$ cat src/rtl/rf_pkg.sv
// Register-file constants and the writeback queue entry type.
// Latency: n/a. Backpressure: n/a.
package rf_pkg;
    localparam int REG_W     = 16;
    localparam int REG_IDX_W = 4;
    localparam int NUM_REGS  = 1 << REG_IDX_W;
    localparam logic [REG_IDX_W-1:0] ZERO_REG = '0;

    typedef struct packed {
        logic [REG_IDX_W-1:0] dst;
        logic [REG_W-1:0]     data;
    } wb_entry_t;
endpackage

$ cat src/rtl/wb_fifo.sv
// In-order writeback queue: up to two pushes and one pop per cycle, entries exposed by age.
// Latency: a push is visible at the head the cycle after the edge that stores it.
// Backpressure: none; the caller never pushes more than the free slot count.
module wb_fifo
    import rf_pkg::*;
#(
    parameter int DEPTH = 2,
    localparam int PTR_W = (DEPTH > 1) ? $clog2(DEPTH) : 1,
    localparam int CNT_W = $clog2(DEPTH + 1)
) (
    input  logic             clk,
    input  logic             rst,
    input  logic [1:0]       i_push_cnt,
    input  wb_entry_t        i_push_ent0,
    input  wb_entry_t        i_push_ent1,
    output logic [CNT_W-1:0] o_count,
    output wb_entry_t        o_age_ent [DEPTH],
    output logic [DEPTH-1:0] o_age_vld
);
    wb_entry_t        r_mem [DEPTH];
    logic [PTR_W-1:0] r_rd_ptr;
    logic [PTR_W-1:0] r_wr_ptr;
    logic [CNT_W-1:0] r_count;
    logic             w_pop;

    function automatic logic [PTR_W-1:0] ptr_add(input logic [PTR_W-1:0] p, input int k);
        int s;
        s = int'(p) + k;
        if (s >= DEPTH) s = s - DEPTH;
        return PTR_W'(s);
    endfunction

    // The head is consumed by the RF every cycle it is valid.
    assign w_pop = (r_count != '0);

    always_ff @(posedge clk or negedge rst) begin
        if (!rst) begin
            r_rd_ptr <= '0;
            r_wr_ptr <= '0;
            r_count  <= '0;
            for (int i = 0; i < DEPTH; i++) r_mem[i] <= '0;
        end else begin
            if (i_push_cnt != 2'd0) r_mem[r_wr_ptr] <= i_push_ent0;
            if (i_push_cnt == 2'd2) r_mem[ptr_add(r_wr_ptr, 1)] <= i_push_ent1;
            r_wr_ptr <= ptr_add(r_wr_ptr, int'(i_push_cnt));
            r_rd_ptr <= ptr_add(r_rd_ptr, w_pop ? 1 : 0);
            r_count  <= r_count + CNT_W'(i_push_cnt) - CNT_W'(w_pop);
        end
    end

    for (genvar g = 0; g < DEPTH; g++) begin : g_age
        assign o_age_ent[g] = r_mem[ptr_add(r_rd_ptr, g)];
        assign o_age_vld[g] = (CNT_W'(g) < r_count);
    end

    assign o_count = r_count;
endmodule

$ cat src/rtl/rf_writeback_buffer.sv
// RF write-port master: merges load/ALU results into an in-order queue, supplies read bypass.
// Latency: result accepted at edge N drives the RF write port in cycle N+1.
// Backpressure: mem_ready/alu_ready from free slots; load wins the last slot.
module rf_writeback_buffer
    import rf_pkg::*;
#(
    parameter int DATA_W = REG_W,
    parameter int ADDR_W = REG_IDX_W,
    parameter int DEPTH  = 2
) (
    input  logic              clk,
    input  logic              rst,
    input  logic              alu_valid,
    output logic              alu_ready,
    input  logic [ADDR_W-1:0] alu_dst,
    input  logic [DATA_W-1:0] alu_data,
    input  logic              mem_valid,
    output logic              mem_ready,
    input  logic [ADDR_W-1:0] mem_dst,
    input  logic [DATA_W-1:0] mem_data,
    output logic              WriteReg,
    output logic [ADDR_W-1:0] DstReg,
    output logic [DATA_W-1:0] DstData,
    input  logic [ADDR_W-1:0] SrcReg1,
    input  logic [DATA_W-1:0] rf_data1,
    output logic [DATA_W-1:0] byp_data1,
    input  logic [ADDR_W-1:0] SrcReg2,
    input  logic [DATA_W-1:0] rf_data2,
    output logic [DATA_W-1:0] byp_data2,
    output logic              empty
);
    localparam int CNT_W = $clog2(DEPTH + 1);
    localparam int FW    = CNT_W + 1;

    wb_entry_t        w_mem_ent;
    wb_entry_t        w_alu_ent;
    wb_entry_t        w_push_ent0;
    wb_entry_t        w_age_ent [DEPTH];
    logic [DEPTH-1:0] w_age_vld;
    logic [CNT_W-1:0] w_count;
    logic [FW-1:0]    w_free;
    logic [1:0]       w_push_cnt;
    logic             w_mem_push;
    logic             w_alu_push;

    // The draining head frees its slot at the same edge a new result lands.
    assign w_free = FW'(DEPTH) - {1'b0, w_count} + FW'(w_count != '0);

    assign mem_ready = (w_free >= FW'(1));
    assign alu_ready = (w_free >= FW'(2)) | ((w_free == FW'(1)) & ~mem_valid);

    // R0 results complete the handshake but are dropped here.
    assign w_mem_push = mem_valid & mem_ready & (mem_dst != ZERO_REG);
    assign w_alu_push = alu_valid & alu_ready & (alu_dst != ZERO_REG);

    assign w_mem_ent.dst  = mem_dst;
    assign w_mem_ent.data = mem_data;
    assign w_alu_ent.dst  = alu_dst;
    assign w_alu_ent.data = alu_data;

    assign w_push_cnt  = {1'b0, w_mem_push} + {1'b0, w_alu_push};
    assign w_push_ent0 = w_mem_push ? w_mem_ent : w_alu_ent;

    wb_fifo #(.DEPTH(DEPTH)) u_fifo (
        .clk         (clk),
        .rst         (rst),
        .i_push_cnt  (w_push_cnt),
        .i_push_ent0 (w_push_ent0),
        .i_push_ent1 (w_alu_ent),
        .o_count     (w_count),
        .o_age_ent   (w_age_ent),
        .o_age_vld   (w_age_vld)
    );

    assign WriteReg = w_age_vld[0];
    assign DstReg   = WriteReg ? w_age_ent[0].dst  : '0;
    assign DstData  = WriteReg ? w_age_ent[0].data : '0;
    assign empty    = (w_count == '0);

    // Walk oldest to youngest so the youngest match is left standing.
    always_comb begin
        byp_data1 = rf_data1;
        byp_data2 = rf_data2;
        for (int k = 0; k < DEPTH; k++) begin
            if (w_age_vld[k] && (w_age_ent[k].dst == SrcReg1)) byp_data1 = w_age_ent[k].data;
            if (w_age_vld[k] && (w_age_ent[k].dst == SrcReg2)) byp_data2 = w_age_ent[k].data;
        end
        if (SrcReg1 == ZERO_REG) byp_data1 = '0;
        if (SrcReg2 == ZERO_REG) byp_data2 = '0;
    end
endmodule

$ cat config.mk
export PLATFORM = sky130hd
export DESIGN_NAME = rf_writeback_buffer
export DESIGN_NICKNAME = d
export VERILOG_FILES = /design/src/rtl/rf_pkg.sv /design/src/rtl/wb_fifo.sv /design/src/rtl/rf_writeback_buffer.sv
export SDC_FILE = /design/constraint.sdc
export NUM_CORES = 1
export LEC_CHECK = 0
export BUFFER_PORTS_ARGS = -buffer_cell sky130_fd_sc_hd__buf_4
export CORE_MARGIN = 2
export CORE_UTILIZATION = 50
export CTS_BUF_LIST = sky130_fd_sc_hd__clkbuf_16
export DETAILED_ROUTE_END_ITERATION = 12
export PLACE_DENSITY = 0.88
export SLEW_MARGIN = 20
export SYNTH_ARGS = -nofsm -noshare
export SYNTH_HDL_FRONTEND = slang
export SYNTH_SLANG_ARGS = --single-unit
$ cat constraint.sdc
create_clock -name clk -period 4.5 [get_ports clk]
set_input_delay 0.45 -clock clk [delete_from_list [all_inputs] [get_ports clk]]
set_output_delay 0.45 -clock clk [all_outputs]
set_load 0.1 [all_outputs]
# Word level (Yosys, flattened, before mapping)
# Cells that the tools add are included.
dict set report totals {
  register_bits 44
  in_bits 84
  out_inout_bits 56
  wordCells 96
}
dict set report classes {
  n_addsub 14
  order_cmp 15
  eq_ne 6
  n_mux 30
  n_bitwise 11
  n_reduce_logical 13
}
# op n
set op_table {}
lappend op_table {{2-to-1 mux 20 bit} 9}
lappend op_table {{2-to-1 mux 16 bit} 7}
lappend op_table {{bitwise mux 40 bit} 2}
lappend op_table {{2-to-1 mux 40 bit} 2}
lappend op_table {{demux 20 bit (select 1 bit)} 2}
lappend op_table {{>= comparator 32 x 3 -> 1 bit (second input constant)} 1}
lappend op_table {{equality test 4 bit} 4}
lappend op_table {{>= comparator 2 bit (second input constant)} 6}
lappend op_table {{zero test 4 bit} 2}
lappend op_table {{inverter 1 -> 2 bit} 4}
lappend op_table {{nonzero test 4 bit} 2}
lappend op_table {{2-to-1 mux 1 bit} 7}
lappend op_table {{>= comparator 3 x 2 -> 1 bit (second input constant)} 2}
lappend op_table {{logical AND 1 bit} 6}
lappend op_table {{AND 1 bit} 5}
lappend op_table {{subtractor 1 bit (second input constant)} 5}
lappend op_table {{adder 1 x 1 -> 2 bit} 2}
lappend op_table {{adder 1 x 1 -> 2 bit (second input constant)} 2}
lappend op_table {{less-than comparator 1 x 2 -> 1 bit (first input constant)} 2}
lappend op_table {{less-than comparator 2 x 1 -> 1 bit (second input constant)} 2}
lappend op_table {{2-to-1 mux 4 bit} 1}
lappend op_table {{nonzero test 2 bit} 2}
lappend op_table {{adder 1 x 2 -> 3 bit} 1}
lappend op_table {{adder 3 x 1 -> 3 bit} 1}
lappend op_table {{other kinds (10)} 10}

# Longest topological paths before layout
# Gate-level depths: netlist of the first run.
dict set report logic_depth {
  word_depth 17
  mapped_depth 11
  depth_no_buf 10
}

# Modules after synthesis
# Synthesis of the first run repeated with hierarchy kept, for this count alone.
dict set report unflattened {
  hier_cells 529
  hier_area_um2 4589.4
}
# mod n_inst cells_per_inst area_per_inst_um2 seq_area_each_um2
set modules_own_cells {}
lappend modules_own_cells {wb_fifo 1 288 2765.2 1101.1}
lappend modules_own_cells {rf_writeback_buffer 1 241 1824.2 0.0}

# Worst setup path after synthesis of the first run
# OpenSTA, ideal clock, no wires.
dict set report synth_path {
  kind {register to output}
  from {register u_fifo.r_count[1] (netlist: u_fifo.o_count[1])}
  to {output byp_data1[10]}
  t_arrival_ns 3.980
  required_ns 4.050
  path_slack_ns 0.070
  stages_incl_launch_ff 9
  n_path_buf 3
  cell_sequence {dfrtp_1 buf_2 nor2_1 inv_2 and2_1 clkbuf_1 buf_2 a21oi_1 o32ai_1}
}
dict set report synth_via {
  elab_chain_cells 5
  word_cells_on_any_way 7
  cone_classes {order compare (2); mux (3); reduce/logical (2)}
}
# item line_no
set synth_rtl {}
lappend synth_rtl {{from (decl)} wb_fifo.sv:23} ;# logic [CNT_W-1:0] r_count;
lappend synth_rtl {{from (signal assigned)} wb_fifo.sv:47} ;# r_count <= r_count + CNT_W'(i_push_cnt) - CNT_W'(w_pop);
lappend synth_rtl {{less-than comparator 1 x 2 -> 1 bit} wb_fifo.sv:53} ;# assign o_age_vld[g] = (CNT_W'(g) < r_count);
lappend synth_rtl {{named net WriteReg} rf_writeback_buffer.sv:21} ;# output logic WriteReg,
lappend synth_rtl {{logical AND 1 bit} rf_writeback_buffer.sv:85} ;# if (w_age_vld[k] && (w_age_ent[k].dst == SrcReg1)) byp_data1 = w_age_ent[k].data;
lappend synth_rtl {{2-to-1 mux 16 bit (2 in a row)} rf_writeback_buffer.sv:85}
lappend synth_rtl {{2-to-1 mux 16 bit} rf_writeback_buffer.sv:88} ;# if (SrcReg1 == ZERO_REG) byp_data1 = '0;
lappend synth_rtl {{to (decl)} rf_writeback_buffer.sv:26} ;# output logic [DATA_W-1:0] byp_data1,
# The timed path passes the listed nets, and every way through them passes these cells.

# Final worst setup path of the first run
dict set report layout_path {
  from {register u_fifo.r_rd_ptr}
  to {output byp_data2[8]}
}
dict set report layout_via {
  elab_chain_cells 11
  word_cells_on_any_way 22
  cone_classes {add/sub (3); order compare (2); eq/ne (2); mux (11); bitwise (2); reduce/logical (2)}
}
# item line_no
set layout_rtl {}
lappend layout_rtl {{from (decl)} wb_fifo.sv:21} ;# logic [PTR_W-1:0] r_rd_ptr;
lappend layout_rtl {{from (signal assigned)} wb_fifo.sv:46} ;# r_rd_ptr <= ptr_add(r_rd_ptr, w_pop ? 1 : 0);
lappend layout_rtl {{adder 1 x 1 -> 2 bit (tied with other cells)} wb_fifo.sv:28} ;# s = int'(p) + k;
lappend layout_rtl {{>= comparator 2 bit (tied with other cells)} wb_fifo.sv:29} ;# if (s >= DEPTH) s = s - DEPTH;
lappend layout_rtl {{2-to-1 mux 1 bit / inverter 1 -> 2 bit (equally long branches)} {wb_fifo.sv:29, wb_fifo.sv:52}}
lappend layout_rtl {{inverter 1 -> 2 bit (implied by the code) / 2-to-1 mux 20 bit (equally long branches)} wb_fifo.sv:52} ;# assign o_age_ent[g] = r_mem[ptr_add(r_rd_ptr, g)];
lappend layout_rtl {{2-to-1 mux 20 bit (implied by the code) (2 in a row)} wb_fifo.sv:52}
lappend layout_rtl {{2-to-1 mux 20 bit (implied by the code) / equality test 4 bit (equally long branches)} {wb_fifo.sv:52, rf_writeback_buffer.sv:86}}
lappend layout_rtl {{equality test 4 bit / logical AND 1 bit (equally long branches)} rf_writeback_buffer.sv:86} ;# if (w_age_vld[k] && (w_age_ent[k].dst == SrcReg2)) byp_data2 = w_age_ent[k].data;
lappend layout_rtl {{logical AND 1 bit / 2-to-1 mux 16 bit (equally long branches)} rf_writeback_buffer.sv:86}
lappend layout_rtl {{2-to-1 mux 16 bit *} rf_writeback_buffer.sv:86}
lappend layout_rtl {{2-to-1 mux 16 bit *} rf_writeback_buffer.sv:89} ;# if (SrcReg2 == ZERO_REG) byp_data2 = '0;
lappend layout_rtl {{to (decl)} rf_writeback_buffer.sv:29} ;# output logic [DATA_W-1:0] byp_data2,
# Every way passes the cells marked *; elsewhere a longest branch is shown, timed or not. The select of a mux whose other input is x is not followed.

==> impl_metrics.tcl, run 1 <==
set metrics [dict create \
    finalSetupViolCount 0 \
    place_area_mm2 0.004581 \
    synth_fp_nets 483 \
    cts_max_path_buffers 2 \
    path_class "flop to output pin" \
    dieArea_mm2 0.007777 \
    grt_max_degree 45 \
    rsz0062_at_grt "false" \
    final.min_clock_period_ns 3.776 \
    htree_levels 2 \
    cp_max_fo 17 \
    timing.setup.tns_ns 0 \
    final_cell_mix "buf_4 (144), nor2_1 (71), dfrtp_1 (43)" \
    regToRegSetupSlack_ns 1.88 \
    ios 140 \
    fin_crit_sh_pct 83.91 \
    vias_per_cell 6.162 \
    r2r_start "u_fifo.o_count[1]" \
    core_area_mm2 0.006832 \
    antenna_found_initial 0 \
    slew_headroom_pct 26.68 \
    wire_per_inst_um 19.14 \
    worst-path-stages 7 \
    cap_viol_max_count 0 \
    layout.cells.non_filler 612 \
    die_w_um 88.19 \
    rr_worst_depth 8 \
    async_reset_ff_share_pct 100.0 \
    routed-via-count 3771 \
    cts-resized-gates 0 \
    cp_slowest_stage_delay_ns 0.68 \
    grt_pass1_wl_mm 17.73 \
    synth_edf_count 0 \
    gr-total-overflow 0 \
    holdCritPathClass "input port to async pin" \
    yosysSeqAreaShare_pct 31.07 \
    layout_commonest_cell "buf_4" \
    status "finished, final reports clean" \
    end_kind "output pin" \
    areaGrowthSynthToFinish_pct 33.86 \
    cpMaxStageDelayCell "dfrtp_2" \
    cp_data_arrival_time_ns 3.33 \
    drive_gt1_share_pct 37.40 \
    critPathCapture "byp_data2[8]" \
    cp_top_family "multiplexers" \
    cts_tree "built" \
    drc 0 \
    grtUsageTotal_pct 29.27 \
    cts_made_buffers 5 \
    nets 604 \
    worstPathRequired_ns 4.05 \
    worstMarginPinSlew_ns 1.100 \
    grt_pass1_vias 3543 \
    worst_setup_path_start_kind "flop" \
    cts.sinks 44 \
    max_freq_mhz 264.8 \
    cp-startpoint "u_fifo.r_rd_ptr" \
    drtIter0Drc 345 \
    r2r_end "u_fifo.r_mem[18]" \
    rows 30 \
    synth.distinct_cells 38 \
    start_util_pct 51.87 \
    cts-root-buf "clkbuf_16" \
    finalMaxSlewViolations 0 \
    fill_cells 548 \
    final_cell_area_mm2 0.004743 \
    final_antenna_net_count 0 \
    cts_setup_buffers 0 \
    hold_buffers 0 \
    syn_area_mm2 0.003543 \
    cts.clk_slew.worst_paths_ns 0.06 \
    drtPass1Iterations 5 \
    synthCells 394 \
    wirelength_mm 11.72 \
    hold_viol 0 \
    dp_hpwl_mm 8.842 \
    gp_congestion 0.9459 \
    crit_buf_inv 2 \
    numPortBuffers 139 \
    crit_chain "mux2i_1 -> mux2_2 -> nor4_4 -> buf_4 -> mux2i_1 -> o22ai_2 -> buf_4" \
    finClkSkew_ns 0.003472 \
    synthFlopType "dfrtp_1" \
    die_h_um 88.19 \
    place_inst 604 \
    clk-insertion-delay-late_ns 0.28 \
    synth-seq-cells 44 \
    antenna_cells 0 \
    yosys_warnings 0 \
    avgSynthCellArea_um2 8.993 \
]
-- how the worst min path moves through the flow --
stage | startpoint | to | slack (ns) | cells after the start
after floorplan | rst | u_fifo.o_count[0] | 0.15 | 0
after global placement | rst | u_fifo.r_mem[19] | 0.46 | 1
after detailed placement | rst | u_fifo.o_count[0] | 0.47 | 1
after CTS | rst | u_fifo.o_count[1] | 0.18 | 1
after global routing | rst | u_fifo.r_mem[19] | 0.20 | 1
final | rst | u_fifo.r_mem[39] | 0.15 | 1
-- flip-flops by register name, indices dropped and copies added, names as in the netlist --
name	count
u_fifo.o_count	2
u_fifo.r_mem	40
u_fifo.r_rd_ptr	1
u_fifo.r_wr_ptr	1
-- worst register-to-register path, cell delays in order (launching register included) --
cell	delay, ns
dfrtp_1	0.58
nand2_1	0.13
and3_1	0.28
inv_2	0.12
ha_1	0.21
nor2b_1	0.10
a21oi_1	0.87
nor2_1	0.10
nor2_1	0.15
-- per-stage QoR --
| stage | hold slack, ns | util [%] | worst slack, ns |
|---|---|---|---|
| 3_3_place_gp | 0.4623 | 67.05 | 1.149 |
| 3_5_place_dp | 0.4744 | 67.05 | 1.081 |
| 6_report | 0.1539 | 69.43 | 0.7239 |
| 4_1_cts | 0.1768 | 69.43 | 0.7742 |
| 2_1_floorplan | 0.1544 | - | 0.06972 |
| 5_1_grt | 0.2018 | 69.43 | 0.4765 |
-- per-layer routing --
metal | part of all wire, % | wire length [µm] | GRT usage [%]
met5 | 0 | 0 | 0
met4 | 1.7 | 203 | 8.127
met3 | 9.2 | 1076 | 3.959
met2 | 49 | 5765 | 49.62
met1 | 40 | 4672 | 39.32
-- logic make-up after synthesis --
family	Yosys count	synth area share, %
AO/OA/AOI/OAI	98	20.98
buffers and inverters	43	6.038
adder cells (fa/ha/maj)	5	1.766
flip-flops	44	31.07
multiplexers	57	17.73
XOR/XNOR	20	4.944
AND/OR/NAND/NOR	127	17.48
-- area by class of cell --
cell class              count  area, µm²  share of cell area [%]
clock buffers               5      125.1                   2.638
multi-input cells         307       2228                   46.98
repair buffers            144       1081                   22.79
clock inverters             3      37.54                  0.7913
well taps                  96      120.1                   2.532
inverters                  13      48.80                   1.029
flip-flops and latches     44       1102                   23.24
-- synthesized netlist by cell type, types with 6 or more instances --
| master | n | area, µm² |
|---|---|---|
| o32ai_1 | 14 | 122.6 |
| clkbuf_1 | 15 | 56.30 |
| dfrtp_1 | 44 | 1101 |
| nor3_1 | 16 | 80.08 |
| o22ai_1 | 38 | 237.7 |
| nor2_1 | 71 | 266.5 |
| xnor2_1 | 14 | 122.6 |
| mux2_2 | 17 | 191.4 |
| inv_1 | 11 | 41.29 |
| nand2_1 | 6 | 22.52 |
| buf_2 | 9 | 45.04 |
| o22ai_2 | 10 | 125.1 |
| a222oi_1 | 8 | 80.08 |
| mux2i_1 | 35 | 350.3 |
| a21oi_1 | 18 | 90.09 |
| nor2b_1 | 18 | 112.6 |
| xor2_1 | 6 | 52.55 |
Power of run 1 is left out: the tool's default activity adds up to more than one toggle a clock period on the data nets, which glitch-free logic cannot reach.
==> run 2, diff against run 1 <==
Settings changed: ABC_AREA set to 1, PLACE_DENSITY 0.88 to 0.85.
Clock period 4.5 ns to 3.7 ns, I/O delays scaled along.
==> run 2 against run 1 <==
Hold slack got worse by 0.091 ns. Routed wire length increased by 18%. Critical endpoint is now byp_data2[14]. Non-clock buffer count increased by 3.
==> impl_metrics.tcl, run 2 <==
set metrics [dict create \
    rsz0062_at_grt "false" \
    gp_congestion 0.9334 \
    critPathCapture "byp_data2[14]" \
    nets 935 \
    cap_viol_max_count 0 \
    cp_max_fo 60 \
    areaGrowthSynthToFinish_pct 26.38 \
    synth.distinct_cells 34 \
    ios 140 \
    place_area_mm2 0.005404 \
    grt_pass1_wl_mm 22.58 \
    cts-root-buf "clkbuf_16" \
    cts.clk_slew.worst_paths_ns 0.06 \
    cts_tree "built" \
    cts_max_path_buffers 2 \
    end_kind "output pin" \
    synthCells 733 \
    cp_data_arrival_time_ns 2.76 \
    grt_max_degree 61 \
    finalSetupViolCount 0 \
    antenna_found_initial 0 \
    fill_cells 802 \
    finalMaxSlewViolations 0 \
    die_h_um 97.62 \
    routed-via-count 5290 \
    final_cell_mix "nand2_1 (168), buf_4 (147), inv_1 (134)" \
    largest_reg_flops 40 \
    cpMaxStageDelayCell "nand3_2" \
    fin_crit_sh_pct 84.70 \
    synthFlopType "dfrtp_1" \
    grtUsageTotal_pct 28.32 \
    largest-register "u_fifo.r_mem" \
    drc 0 \
    avgSynthCellArea_um2 5.978 \
    final_util_pct 64.44 \
    gr-total-overflow 0 \
    cts_made_buffers 5 \
    async_reset_ff_share_pct 100.0 \
    final_cell_area_mm2 0.005538 \
    yosys-top-cells-area "dfrtp_1 (25%), nand2_1 (14%), inv_1 (11%), o21ai_0 (9.4%), nor2_1 (8.1%)" \
    clk-insertion-delay-late_ns 0.28 \
    grt_pass1_vias 4777 \
    worst_setup_path_start_kind "flop" \
    vias_per_cell 5.545 \
    yosys-top-cells-count "nand2_1 (168), inv_1 (133), nor2_1 (95)" \
    drtIter0Drc 490 \
    wirelength_mm 13.87 \
    final_antenna_net_count 0 \
    finClkSkew_ns 0.005343 \
    cts-resized-gates 0 \
    cp_top_family "simple AND/OR/NAND/NOR gates" \
    htree_levels 2 \
    synth_edf_count 0 \
    rows 34 \
    worstMarginPinSlew_ns 0.7345 \
    hold_buffers 0 \
    final.min_clock_period_ns 3.134 \
    slew_headroom_pct 50.92 \
    crit_path_frequent_cell "nand2_1" \
    r2r_start "u_fifo.o_count[1]" \
    crit_chain "buf_4 -> nand2_1 -> o21ai_0 -> nand2_1 -> nand2_1 -> nand3_2 -> nand3_1 -> nand2_1 -> inv_1 -> buf_4" \
    crit_buf_inv 3 \
    numPortBuffers 139 \
    dieArea_mm2 0.009529 \
    syn_area_mm2 0.004382 \
    dp_hpwl_mm 10.54 \
    hold_viol 0 \
    holdCritPathClass "input port to async pin" \
    r2r_end "u_fifo.r_mem[10]" \
    synth_fp_nets 822 \
    synth_top_area_share_pct 25.13 \
    yosysTopAreaCell "dfrtp_1" \
    cts_setup_buffers 0 \
    wire_per_inst_um 14.54 \
    status "finished, final reports clean" \
    worst-path-stages 10 \
    cp_slowest_stage_delay_ns 0.48 \
    yosys_warnings 0 \
    layout_commonest_cell "nand2_1" \
    cp-startpoint "u_fifo.r_rd_ptr" \
    path_class "flop to output pin" \
    antenna_cells 0 \
    synth-seq-cells 44 \
    start_util_pct 50.99 \
    max_freq_mhz 319.1 \
    yosysSeqAreaShare_pct 25.13 \
    rr_worst_depth 11 \
    drtPass1Iterations 6 \
    regToRegSetupSlack_ns 0.57 \
    yosysMostFrequentCell "nand2_1" \
    worstPathRequired_ns 3.33 \
    drive_gt1_share_pct 20.09 \
    cts.sinks 44 \
    timing.setup.tns_ns 0 \
    core_area_mm2 0.008593 \
    die_w_um 97.62 \
]
==> run 2: how the worst min path moves through the flow <==
stage	from	end	slack, ns	cells after the start
global route	rst	u_fifo.o_count[1]	0.12	1
global placement	rst	u_fifo.o_count[0]	0.38	1
CTS	rst	u_fifo.o_count[1]	0.1	1
detailed placement	rst	u_fifo.o_count[1]	0.39	1
finish	rst	u_fifo.o_count[1]	0.06	1
floorplan	rst	u_fifo.o_count[0]	0.07	0
==> run 2: stage by stage <==
| step | hold WS (ns) | setup slack, ns | std cells |
|---|---|---|---|
| finish | 0.06333 | 0.5662 | 954 |
| global route | 0.1158 | 0.3345 | 954 |
| CTS | 0.09532 | 0.6210 | 954 |
| detailed placement | 0.3892 | 0.6722 | 947 |
| global placement | 0.3832 | 0.8427 | 947 |
| floorplan | 0.07441 | -0.1640 | 733 |
==> run 2: kinds of logic after synthesis <==
family          synth area share (%)
buf+inv                        16.73
xor+xnor                       1.199
flops                          25.13
fa+ha+maj                      1.428
simple gates                   33.92
compound gates                 21.59
==> run 2: routing by layer <==
| layer | track usage [%] | vias to the layer above | wire length (µm) |
|---|---|---|---|
| met5 | 0 | - | 0 |
| met4 | 8.654 | 0 | 310 |
| met3 | 4.820 | 34 | 1459 |
| met2 | 44.88 | 338 | 6287 |
| met1 | 39.63 | 2350 | 5810 |
| li1 | - | 2568 | - |
==> run 2: area by class of cell <==
| cell class | count | area (µm²) | share of cell area (%) |
|---|---|---|---|
| flip-flops and latches | 44 | 1101 | 19.88 |
| clock inverters | 2 | 8.758 | 0.1582 |
| well taps | 108 | 135.1 | 2.440 |
| inverters | 136 | 510.5 | 9.218 |
| repair buffers | 147 | 1104 | 19.93 |
| clock buffers | 5 | 125.1 | 2.259 |
| multi-input cells | 512 | 2554 | 46.11 |
Power of run 2 is left out for the same reason.
==> run 3, diff against run 2 <==
Settings changed: CORE_UTILIZATION 50 to 47, PLACE_DENSITY 0.85 to 0.84.
Clock period 3.7 ns to 2.7 ns, I/O delays scaled along.
==> run 3 against run 2 <==
Final area increased by 6.9%. Final cell count increased by 2.4%. Setup slack got worse by 0.45 ns. Sequential share of layout area decreased by 1.3 points. Register-to-register slack got worse by 0.34 ns. Critical path depth down 2. Count of clock-buffer cells in the layout stayed put. Hold slack gained 0.16 ns. Routed wire length grew 0.22%. Critical path type unchanged.
==> impl_metrics.tcl, run 3 (synthesis gave the netlist of run 2 again) <==
set metrics [dict create \
    wirelength_mm 13.90 \
    core_area_mm2 0.009153 \
    finalMaxSlewViolations 0 \
    slew_headroom_pct 54.93 \
    final_cell_area_mm2 0.005921 \
    htree_levels 2 \
    numPortBuffers 139 \
    cp_data_arrival_time_ns 2.31 \
    drc 0 \
    dp_hpwl_mm 10.61 \
    areaGrowthSynthToFinish_pct 35.12 \
    final_cell_mix "nand2_1 (167), buf_4 (148), inv_1 (133)" \
    seq_area_mm2 0.001102 \
    multi_input_area_mm2 0.002665 \
    hold_viol 0 \
    end_kind "output pin" \
    vias_per_cell 5.286 \
    regToRegSetupSlack_ns 0.23 \
    largest_reg_flops 40 \
    gr-total-overflow 0 \
    drtPass1Iterations 6 \
    worst_setup_path_start_kind "flop" \
    max_freq_mhz 387.5 \
    path_class "flop to output pin" \
    status "finished, final reports clean" \
    grt_max_degree 45 \
    rsz0062_at_grt "true" \
    grt_pass1_wl_mm 22.45 \
    cap_viol_max_count 0 \
    die_w_um 100.6 \
    largest-register "u_fifo.r_mem" \
    critPathCapture "byp_data2[0]" \
    start_util_pct 47.87 \
    rows 35 \
    wire_per_inst_um 14.23 \
    worstPathRequired_ns 2.43 \
    final.min_clock_period_ns 2.581 \
    die_h_um 100.6 \
    worst-path-stages 8 \
    cp_slowest_stage_delay_ns 0.54 \
    holdCritPathClass "input port to flop" \
    drive_gt1_share_pct 24.94 \
    clk-insertion-delay-late_ns 0.29 \
    cts.clk_slew.worst_paths_ns 0.06 \
    nets 954 \
    rr_worst_depth 12 \
    cp_top_family "buffers and inverters" \
    cp-startpoint "u_fifo.r_rd_ptr" \
    final_antenna_net_count 0 \
    grtUsageTotal_pct 27.51 \
    gp_congestion 0.9150 \
    cts-root-buf "clkbuf_16" \
    r2r_end "u_fifo.r_mem[11]" \
    cp_max_fo 12 \
    drtIter0Drc 375 \
    dieArea_mm2 0.01011 \
    routed-via-count 5164 \
    cts_tree "built" \
    ios 140 \
    place_area_mm2 0.005657 \
    antenna_found_initial 0 \
    cts.sinks 44 \
    finClkSkew_ns 0.002546 \
    layout_commonest_cell "nand2_1" \
    crit_buf_inv 4 \
    r2r_start "u_fifo.o_count[0]" \
    cts_max_path_buffers 2 \
    cpMaxStageDelayCell "o21ai_0" \
    grt_pass1_vias 4635 \
    worstMarginPinSlew_ns 0.6699 \
    fill_cells 850 \
    fin_crit_sh_pct 95.59 \
    crit_path_frequent_cell "buf_4" \
    cts_made_buffers 5 \
    finalSetupViolCount 0 \
    antenna_cells 0 \
    crit_chain "buf_4 -> buf_4 -> o21ai_0 -> nand4_1 -> nand3_1 -> nand2_1 -> inv_1 -> buf_4" \
]
run 3: changes by cell type in the layout (fill, tap and decap cells not counted), moves of 2 or more:
cell and change:
buf_6 +14, nor2_4 +9, buf_12 +2, nor2_2 +15
nor2_1 -24
run 3: what timing repair did:
item | in CTS | in global routing
setup buffers | 0 | 3
resized for setup | 0 | 18
endpoints found under the hold margin | 43 | 0
setup endpoints to repair | 0 | 32
hold buffers | 1 | 0
run 3: per-layer routing:
metal | part of all wire, % | up-vias | wire, µm | GRT usage [%]
met1 | 45 | 2263 | 6261 | 40.10
met2 | 45 | 271 | 6224 | 43.99
li1 | - | 2605 | - | -
met5 | 0 | - | 0 | 0
met4 | 1.8 | 0 | 246 | 6.428
met3 | 8.4 | 25 | 1165 | 2.843
run 3: through the flow:
step | setup slack, ns | TNS, ns | util, % | cells | hold WS [ns]
after floorplan | -0.1445 | -2.280 | - | 733 | -0.02559
after global placement | 0.4018 | 0 | 61.80 | 965 | 0.2974
after detailed placement | 0.2819 | 0 | 61.80 | 965 | 0.2943
after CTS | 0.09711 | 0 | 63.75 | 974 | 0.2255
after global routing | -0.02580 | -0.02823 | 64.69 | 977 | 0.2293
final | 0.1191 | 0 | 64.69 | 977 | 0.2256
run 3: worst min-delay path by stage:
stage | from | end | slack (ns) | cells past startpoint
floorplan | rst | u_fifo.o_count[0] | -0.03 | 0
global placement | rst | u_fifo.r_mem[36] | 0.30 | 1
global route | alu_data[1] | u_fifo.r_mem[1] | 0.23 | 3
finish | alu_data[1] | u_fifo.r_mem[1] | 0.23 | 3
CTS | alu_data[5] | u_fifo.r_mem[5] | 0.23 | 3
detailed placement | rst | u_fifo.o_count[1] | 0.29 | 1
run 3: cell type report:
class	count	share of cell area (%)
clock buffers	5	2.113
repair buffers	166	22.53
flip-flops and latches	44	18.62
well taps	111	2.346
multi-input cells	512	45.01
inverters	136	8.664
clock inverters	3	0.7185
run 3: tightest hold or removal path, cell delays in order:
cell	delay (ns)
buf_4	0.10
nand2_1	0.05
o221ai_1	0.06
Power of run 3 is left out for the same reason.
